[config.mk]
export PLATFORM = sky130hd
export DESIGN_NAME = quadratic_coeff_gen
export DESIGN_NICKNAME = d
export VERILOG_FILES = /design/src/rtl/quadratic_pkg.sv /design/src/rtl/seq_mult_u.sv /design/src/rtl/quadratic_coeff_gen.sv
export SDC_FILE = /design/constraint.sdc
export NUM_CORES = 1
export LEC_CHECK = 0
export BUFFER_PORTS_ARGS = -buffer_cell sky130_fd_sc_hd__buf_2
export CAP_MARGIN = 20
export CORE_MARGIN = 3
export CORE_UTILIZATION = 43
export DETAILED_ROUTE_END_ITERATION = 16
export GPL_TIMING_DRIVEN = 0
export SLEW_MARGIN = 40
export SYNTH_ARGS = -nofsm -noshare
export SYNTH_HDL_FRONTEND = slang
export SYNTH_SLANG_ARGS = --single-unit
[constraint.sdc]
create_clock -name i_clk -period 2.8 [get_ports i_clk]
set_input_delay 0.28 -clock i_clk [delete_from_list [all_inputs] [get_ports i_clk]]
set_output_delay 0.28 -clock i_clk [all_outputs]
set_load 0.01 [all_outputs]
[src/rtl/quadratic_pkg.sv]
// Shared definitions for the quadratic solver / coefficient generator pair:
// state encoding, result codes, widths and the 5-bit sign-magnitude format.
package quadratic_pkg;

  localparam int unsigned MUL_STEPS  = 4;
  localparam int unsigned MAG_MAX    = 15;
  localparam int unsigned IN_W       = 4;
  localparam int unsigned SUM_W      = IN_W + 1;
  localparam int unsigned MCAND_W    = 8;
  localparam int unsigned MPLIER_W   = MUL_STEPS;
  localparam int unsigned PROD_W     = 12;
  localparam int unsigned STEP_CNT_W = 3;
  localparam int unsigned SM_MAG_W   = 4;
  localparam int unsigned SM_W       = SM_MAG_W + 1;
  localparam int unsigned RES_W      = 2;

  typedef logic [RES_W-1:0] result_t;

  localparam result_t RES_IDLE    = 2'b00;
  localparam result_t RES_INVALID = 2'b01;
  localparam result_t RES_OK      = 2'b10;
  localparam result_t RES_SAT     = 2'b11;

  typedef enum logic [2:0] {
    ST_IDLE,
    ST_LOAD,
    ST_MUL_B,
    ST_MUL_P,
    ST_MUL_C,
    ST_PACK,
    ST_DONE
  } state_t;

  // Sign in bit 4, magnitude in bits [3:0].
  typedef struct packed {
    logic                sign;
    logic [SM_MAG_W-1:0] mag;
  } sm_t;

  function automatic logic mag_sat(input logic [PROD_W-1:0] mag);
    return mag > PROD_W'(MAG_MAX);
  endfunction

  // Clamp to MAG_MAX and never produce a negative zero.
  function automatic sm_t to_sm(input logic neg, input logic [PROD_W-1:0] mag);
    sm_t r;
    r.mag  = mag_sat(mag) ? SM_MAG_W'(MAG_MAX) : mag[SM_MAG_W-1:0];
    r.sign = neg && (mag != '0);
    return r;
  endfunction

endpackage

[src/rtl/seq_mult_u.sv]
// Unsigned shift-add multiplier: load performs the first partial-sum update,
// each step performs one more, done rises after MUL_STEPS updates.
module seq_mult_u
  import quadratic_pkg::*;
(
  input  logic                clk,
  input  logic                rst,
  input  logic                load,
  input  logic                step,
  input  logic [MCAND_W-1:0]  mcand,
  input  logic [MPLIER_W-1:0] mplier,
  output logic [PROD_W-1:0]   product,
  output logic                done,
  output logic                last_c
);

  logic [PROD_W-1:0]     acc_q;
  logic [PROD_W-1:0]     mc_sh_q;
  logic [MPLIER_W-1:0]   mp_sh_q;
  logic [STEP_CNT_W-1:0] cnt_q;

  always_ff @(posedge clk) begin
    if (rst) begin
      acc_q   <= '0;
      mc_sh_q <= '0;
      mp_sh_q <= '0;
      cnt_q   <= STEP_CNT_W'(MUL_STEPS);
      done    <= 1'b1;
    end else if (load) begin
      acc_q   <= mplier[0] ? PROD_W'(mcand) : '0;
      mc_sh_q <= PROD_W'(mcand) << 1;
      mp_sh_q <= mplier >> 1;
      cnt_q   <= STEP_CNT_W'(1);
      done    <= 1'b0;
    end else if (step && !done) begin
      acc_q   <= acc_q + (mp_sh_q[0] ? mc_sh_q : '0);
      mc_sh_q <= mc_sh_q << 1;
      mp_sh_q <= mp_sh_q >> 1;
      cnt_q   <= cnt_q + STEP_CNT_W'(1);
      done    <= (cnt_q == STEP_CNT_W'(MUL_STEPS - 1));
    end
  end

  assign product = acc_q;
  assign last_c  = !done && (cnt_q == STEP_CNT_W'(MUL_STEPS - 1));

endmodule

[src/rtl/quadratic_coeff_gen.sv]
// Builds b = -a(x1+x2) and c = a*x1*x2 from a and two integer roots and emits
// a, b, c in sign-magnitude form, sharing one sequential multiplier.
module quadratic_coeff_gen
  import quadratic_pkg::*;
(
  input  logic              i_clk,
  input  logic              i_rst,
  input  logic              i_start,
  input  logic [IN_W-1:0]   i_a,
  input  logic [IN_W-1:0]   i_x1,
  input  logic [IN_W-1:0]   i_x2,
  output logic              o_busy,
  output logic              o_valid,
  output logic [RES_W-1:0]  o_result,
  output logic [SM_W-1:0]   o_a,
  output logic [SM_W-1:0]   o_b,
  output logic [SM_W-1:0]   o_c
);

  state_t              state_q, state_d;
  logic [IN_W-1:0]     a_q, x1_q, x2_q;
  logic [PROD_W-1:0]   p1_q;

  logic [SUM_W-1:0]    sum_c, mag_sum_c;
  logic [IN_W-1:0]     mag_a_c, mag_x1_c, mag_x2_c;
  logic                neg_b_c, neg_c_c;

  logic                in_mul_c, mul_load_c, mul_step_c, mul_done, mul_last_c;
  logic [MCAND_W-1:0]  mcand_c;
  logic [MPLIER_W-1:0] mplier_c;
  logic [PROD_W-1:0]   mul_product;

  sm_t                 a_sm_c, b_sm_c, c_sm_c;
  logic                sat_c;

  logic                busy_d, valid_d;
  logic [RES_W-1:0]    result_d;
  logic [SM_W-1:0]     a_d, b_d, c_d;

  // Operand decode from the captured two's-complement values.
  assign sum_c     = {x1_q[IN_W-1], x1_q} + {x2_q[IN_W-1], x2_q};
  assign mag_sum_c = sum_c[SUM_W-1] ? (~sum_c + SUM_W'(1)) : sum_c;
  assign mag_a_c   = a_q[IN_W-1]  ? (~a_q  + IN_W'(1)) : a_q;
  assign mag_x1_c  = x1_q[IN_W-1] ? (~x1_q + IN_W'(1)) : x1_q;
  assign mag_x2_c  = x2_q[IN_W-1] ? (~x2_q + IN_W'(1)) : x2_q;
  assign neg_b_c   = ~(a_q[IN_W-1] ^ sum_c[SUM_W-1]);
  assign neg_c_c   = a_q[IN_W-1] ^ x1_q[IN_W-1] ^ x2_q[IN_W-1];

  // Multiplier idles with done set, so the first cycle of each multiply
  // state loads and the rest step; P2 is fed straight back for P3.
  assign in_mul_c   = (state_q == ST_MUL_B) || (state_q == ST_MUL_P) || (state_q == ST_MUL_C);
  assign mul_load_c = in_mul_c && mul_done;
  assign mul_step_c = in_mul_c && !mul_done;

  always_comb begin
    mcand_c  = '0;
    mplier_c = '0;
    case (state_q)
      ST_MUL_B: begin
        mcand_c  = MCAND_W'(mag_sum_c);
        mplier_c = mag_a_c;
      end
      ST_MUL_P: begin
        mcand_c  = MCAND_W'(mag_x1_c);
        mplier_c = mag_x2_c;
      end
      ST_MUL_C: begin
        mcand_c  = mul_product[MCAND_W-1:0];
        mplier_c = mag_a_c;
      end
      default: ;
    endcase
  end

  seq_mult_u u_mult (
    .clk     (i_clk),
    .rst     (i_rst),
    .load    (mul_load_c),
    .step    (mul_step_c),
    .mcand   (mcand_c),
    .mplier  (mplier_c),
    .product (mul_product),
    .done    (mul_done),
    .last_c  (mul_last_c)
  );

  assign a_sm_c = to_sm(a_q[IN_W-1], PROD_W'(mag_a_c));
  assign b_sm_c = to_sm(neg_b_c, p1_q);
  assign c_sm_c = to_sm(neg_c_c, mul_product);
  assign sat_c  = mag_sat(p1_q) || mag_sat(mul_product);

  always_ff @(posedge i_clk) begin
    if (i_rst) begin
      a_q  <= '0;
      x1_q <= '0;
      x2_q <= '0;
      p1_q <= '0;
    end else begin
      if (state_q == ST_IDLE && i_start) begin
        a_q  <= i_a;
        x1_q <= i_x1;
        x2_q <= i_x2;
      end
      if (state_q == ST_MUL_P && mul_done) begin
        p1_q <= mul_product;
      end
    end
  end

  always_comb begin
    state_d  = state_q;
    result_d = o_result;
    a_d      = o_a;
    b_d      = o_b;
    c_d      = o_c;
    busy_d   = 1'b0;
    valid_d  = 1'b0;
    case (state_q)
      ST_IDLE:  if (i_start) state_d = ST_LOAD;
      ST_LOAD: begin
        if (a_q == '0) begin
          state_d  = ST_DONE;
          result_d = RES_INVALID;
          a_d      = '0;
          b_d      = '0;
          c_d      = '0;
        end else begin
          state_d  = ST_MUL_B;
        end
      end
      ST_MUL_B: if (mul_last_c) state_d = ST_MUL_P;
      ST_MUL_P: if (mul_last_c) state_d = ST_MUL_C;
      ST_MUL_C: if (mul_last_c) state_d = ST_PACK;
      ST_PACK: begin
        state_d  = ST_DONE;
        a_d      = a_sm_c;
        b_d      = b_sm_c;
        c_d      = c_sm_c;
        result_d = sat_c ? RES_SAT : RES_OK;
      end
      ST_DONE:  state_d = ST_IDLE;
      default:  state_d = ST_IDLE;
    endcase
    busy_d  = (state_d != ST_IDLE);
    valid_d = (state_d == ST_DONE);
  end

  always_ff @(posedge i_clk) begin
    if (i_rst) begin
      state_q  <= ST_IDLE;
      o_busy   <= 1'b0;
      o_valid  <= 1'b0;
      o_result <= RES_IDLE;
      o_a      <= '0;
      o_b      <= '0;
      o_c      <= '0;
    end else begin
      state_q  <= state_d;
      o_busy   <= busy_d;
      o_valid  <= valid_d;
      o_result <= result_d;
      o_a      <= a_d;
      o_b      <= b_d;
      o_c      <= c_d;
    end
  end

endmodule

### Word level (Yosys, flattened, before mapping)

Cells that the tools add are included.

* bits of input ports: 15
* logic and storage cells: 100
* register bits after elaboration: 76

* multiplexer cells: 33
* bitwise gates (word level): 8
* add/subtract/negate cells: 7
* equality and inequality tests: 8
* reduce and logical (&&, ||, !) cells: 24
* $lt $le $gt $ge: 2

Operators with widths (number)
* two-way mux 12 bit: 3
* case mux 5 bit (2 select lines): 3
* two-way mux 3 bit: 9
* greater-than comparator 12 x 4 -> 1 bit, second input constant: 2
* case mux 8 bit (3 select lines): 1
* nonzero test 12 bit: 2
* two-way mux 4 bit: 5
* two-way mux 9 bit: 2
* case mux 3 bit (6 select lines): 1
* adder 12 bit: 1
* adder 4 x 1 -> 4 bit, second input constant: 3
* NOT 4 bit: 3
* two-way mux 5 bit: 2
* equality test 3 x 2 -> 1 bit, second input constant: 3
* equality test 3 bit, second input constant: 3
* logical AND 1 bit: 9
* two-way mux 8 bit: 1
* case mux 4 bit (2 select lines): 1
* adder 4 x 4 -> 5 bit: 1
* adder 5 x 1 -> 5 bit, second input constant: 1
* NOT 5 bit: 1
* logical NOT 4 bit: 1
* case mux 2 bit (2 select lines): 1
* nonzero test 2 bit: 2
* other kinds (14): 21

### Longest topological paths before layout

* depth after elaboration: 7
* depth in mapped cells: 10
* gate-level depth less buffers: 10

### Hierarchy

From an unflattened synthesis, not the netlist that was laid out.

* cell total of the unflattened synthesis: 533
* area total of the unflattened synthesis: 4102.7 um2

Modules (own cells, without submodules)
* quadratic_coeff_gen: cells each 293, times used 1, area an instance 2308.5 um2, seq. area each 920.9 um2
* seq_mult_u: cells each 240, times used 1, area an instance 1794.2 um2, seq. area each 600.6 um2

### Least setup slack after synthesis

OpenSTA, ideal clock, no wires.

* path type: register to register
* start: register x1_q[0]
* end: register u_mult.acc_q[2] (netlist: u_mult.product[2])
* period minus slack after synthesis: 2.320 ns
* buffers on the path: 0
* path slack: 0.480 ns
* cell stages (with the launch flop): 11
* arrival: 2.192 ns
* cells stage by stage: dfxtp_1 ha_1 fa_1 inv_1 ha_1 nor3_1 o21ai_0 a31oi_1 o32ai_1 a221oi_1 nor2_1

* word-level cells in the longest chain between the ends: 7
* elaborated cells on any way between the ends: 10
* those cells by class: add/sub: 3; mux: 5; bitwise: 2

RTL lines
* from (decl): line quadratic_coeff_gen.sv:21 `logic [IN_W-1:0] a_q, x1_q, x2_q;`
* from (signal assigned): line quadratic_coeff_gen.sv:101 `x1_q <= i_x1;`
* adder 4 x 4 -> 5 bit: line quadratic_coeff_gen.sv:41 `assign sum_c = {x1_q[IN_W-1], x1_q} + {x2_q[IN_W-1], x2_q};`
* NOT 5 bit: line quadratic_coeff_gen.sv:42 `assign mag_sum_c = sum_c[SUM_W-1] ? (~sum_c + SUM_W'(1)) : sum_c;`
* adder 5 x 1 -> 5 bit: line quadratic_coeff_gen.sv:42
* two-way mux 5 bit: line quadratic_coeff_gen.sv:42
* case mux 8 bit (3 select lines) *: line quadratic_coeff_gen.sv:58 `case (state_q)`
* two-way mux 8 bit *: line seq_mult_u.sv:30 `acc_q <= mplier[0] ? PROD_W'(mcand) : '0;`
* two-way mux 12 bit *: line seq_mult_u.sv:29 `end else if (load) begin`
* to (signal assigned): line seq_mult_u.sv:30
* to (signal assigned): line seq_mult_u.sv:36 `acc_q <= acc_q + (mp_sh_q[0] ? mc_sh_q : '0);`
* to (decl): line seq_mult_u.sv:17 `logic [PROD_W-1:0] acc_q;`

Mark *: on every way between the ends. The rest lies on a longest branch, timed or not.
A chain may end at the register's enable or synchronous reset.

### Worst setup path in the final report

Ends and elaborated chain as after synthesis.

==> flow_metrics.env <==
export IMPL_grt_use_total_pct=21.2
export IMPL_cp_num_buf_inv=1
export IMPL_grt_pass1_wl_um=17600
export IMPL_antenna_found_initial=0
export IMPL_timing_fmax_ghz=0.389
export IMPL_cts_tree="built"
export IMPL_max_clock_path_buffers=2
export IMPL_ys_seq_area_share_pct=38.1
export IMPL_multi_input_area_sq_um=2280
export IMPL_critPathKind="register to register"
export IMPL_intPower_w=0.00181
export IMPL_clock_latency_ps=350
export IMPL_rsz0062_at_grt="false"
export IMPL_hold_violations=0
export IMPL_crit_top_cell="ha_1"
export IMPL_cp_slowest_stage_delay_ps=530
export IMPL_gp_congestion=0.821
export IMPL_grt_max_degree=15
export IMPL_seq_area_sq_um=1520
export IMPL_diodes=0
export IMPL_relSlewSlack_pct=49.1
export IMPL_cp_cell_sequence="ha_1 > fa_1 > inv_1 > ha_1 > nor3_2 > o21ai_0 > a31oi_1 > o32ai_1 > a221oi_1 > nor2_1"
export IMPL_ys_seq_elements=76
export IMPL_die_width_um=102
export IMPL_final_nets=584
export IMPL_clock_sinks=76
export IMPL_routed_wl_um=10600
export IMPL_async_reset_ff_share_pct=0
export IMPL_io_pins=34
export IMPL_port_buffer_count=33
export IMPL_layout_common_cells="nand2_1, dfxtp_1, a21oi_1"
export IMPL_yosysUniqueCellTypes=52
export IMPL_comb_power_share_pct=16.5
export IMPL_synth_ff_type="dfxtp_1"
export IMPL_cts_buffers=9
export IMPL_syn_nets=541
export IMPL_core_sq_um=8850
export IMPL_crit_family="adder cells"
export IMPL_avgSynthCellArea_sq_um=7.91
export IMPL_grt_pass1_vias=3580
export IMPL_mostFrequentLayoutCell="nand2_1"
export IMPL_period_share_pct=91.7
export IMPL_maxCapViolCount=0
export IMPL_critPathLaunchType="register"
export IMPL_wl_per_cell_um=16.0
export IMPL_die_h_um=102
export IMPL_cp_max_fo=5
export IMPL_overflow=0
export IMPL_ys_warn_count=0
export IMPL_hold_path_class="input pin to register"
export IMPL_vdd_ir_drop_max_mv=0.367
export IMPL_nFillCells=882
export IMPL_crit_required_ps=3020
export IMPL_cp_slowest_cell="fa_1"
export IMPL_p_sw_share_pct=29.8
export IMPL_synthesis_area_sq_um=3990
export IMPL_clkPwrFrac_pct=37.9
export IMPL_tns_ps=0
export IMPL_clk_pin_slew_ps=90
export IMPL_powerDensity_nw_per_um2=569
export IMPL_p_leak_nw=1.85
export IMPL_dpl_hpwl_um=8020
export IMPL_root_buffer="clkbuf_8"
export IMPL_via_count=3718
export IMPL_skew_ps=8.74
export IMPL_cts_hold_buf=0
export IMPL_slew_viol_final=0
export IMPL_start_util_pct=45.1
export IMPL_area_delta_synth_final_pct=13.4
export IMPL_min_period_ps=2570
export IMPL_num_rows=34
export IMPL_drive_gt1_share_pct=11.4
export IMPL_cts_htree_levels=3
export IMPL_tightest_slew_ps=752
export IMPL_seqPwrFrac_pct=45.5
export IMPL_synth_edf_count=0
export IMPL_netlist_instances=504
export IMPL_finalSetupViolCount=0
export IMPL_layout_setup_ws_ps=232
export IMPL_crit_arrival_ps=2790
export IMPL_cp_end_kind="register"
export IMPL_ant_nets=0
export IMPL_die_area_sq_um=10500
export IMPL_drt_iter0_markers=186
export IMPL_drt_first_pass_iters=7
export IMPL_via_per_inst=5.63
export IMPL_drc=0
export IMPL_status="complete, no violations"
export IMPL_p_switching_w=0.000766
export IMPL_pre_cts_ws_ps=198
[final timing paths]
kind                            startpoint                end  slack (ps)  cells past startpoint
worst max register to register     x1_q[0]  u_mult.product[2]         230                     10
worst min register to register      o_c[3]             o_c[3]         450                      2
worst min-delay path                i_a[1]             a_q[1]         160                      3
worst max-delay path               x1_q[0]  u_mult.product[2]         230                     10
[power groups by stage]
stage,clock network (W),registers [W],logic (W)
after global placement,0,0.00119,0.000412
final,0.000976,0.00117,0.000426
after CTS,0.000982,0.00117,0.000421
after global routing,0.00103,0.00118,0.000477
after detailed placement,0,0.00119,0.000419
after floorplan,0,0.00118,0.000303
[kinds of logic (layout without fill, tap and decap cells)]
kind of cell,count (synthesis),after routing,share of synthesized area (%)
flops,76,76,38.1
compound gates,147,147,23.4
simple gates,197,197,22.9
buf+inv,46,94,4.70
fa+ha+maj,22,22,7.28
xor+xnor,14,14,3.07
mux,2,2,0.502
[cells in the mapped netlist, types with 4 or more instances]
cell      count  share of area (%)
nor3_1        8                1.0
nand3_1       4               0.50
a31oi_1       4               0.63
a221oi_1      4               0.88
a22o_1        5                1.1
a21o_1        4               0.75
inv_1        18                1.7
or3_1         4               0.63
nand2_1      81                7.6
and2_1       12                1.9
a21oi_1      61                7.7
nand2b_1      6               0.94
o21ai_1       4               0.50
buf_2         6               0.75
clkbuf_1     20                1.9
dfxtp_1      76                 38
nor2_1       48                4.5
nor2b_1       5               0.78
a22oi_1      14                2.6
ha_1         20                6.3
and3_1        9                1.4
nor4b_1       4               0.88
nor4_1        5               0.78
xnor2_1      12                2.6
o21ai_0      20                2.5
a211oi_1      5               0.94
[area by class of cell]
cell class | instances | share of cell area (%)
Sequential cell | 76 | 33.6
Timing Repair Buffer | 33 | 3.65
Multi-Input combinational cell | 382 | 50.5
Inverter | 18 | 1.49
Clock inverter | 6 | 2.08
Buffer | 27 | 2.57
Tap cell | 108 | 2.99
Clock buffer | 10 | 3.04
[worst min-delay path, delay by kind of cell]
family,cells,cell delay [ps]
AOI/OAI and AO/OA,1,50
and+or+nand+nor,1,50
buffers and inverters,1,90
[stage by stage]
stage               cell area (sq um)  hold slack (ps)  utilization [%]  cells  total power, W
finish                           4520              162             51.1    660         0.00257
CTS                              4520              159             51.1    661         0.00257
floorplan                        3990              416                -    504         0.00148
global route                     4520              159             51.1    660         0.00268
global placement                 4290              437             48.5    645         0.00160
detailed placement               4290              444             48.5    645         0.00161
[flip-flops by register name, indices dropped and copies added, names as in the netlist, 2 cells and up]
| signal | flops |
|---|---|
| o_c | 5 |
| u_mult.product | 12 |
| state_q | 3 |
| u_mult.mc_sh_q | 11 |
| o_a | 5 |
| x2_q | 4 |
| o_b | 5 |
| o_result | 2 |
| a_q | 4 |
| p1_q | 12 |
| x1_q | 4 |
| u_mult.cnt_q | 3 |
| u_mult.mp_sh_q | 3 |
[per-layer routing]
layer	part of all wire, %	wire length (um)	track usage (%)	vias up
met4	0.90	95	3.63	0
met2	45	4800	34.3	80
met1	50	5260	29.8	1752
met3	3.8	400	4.03	11
li1	-	-	-	1875
met5	0	0	0	-
[repair_timing]
item / CTS / global route
endpoints found under the setup margin: 0 / 3
hold endpoints to repair: 0 / 0
buffers inserted: 0 / 0
gates resized for setup: 0 / 1
No activity file was read; power rests on OpenSTA's default activity.
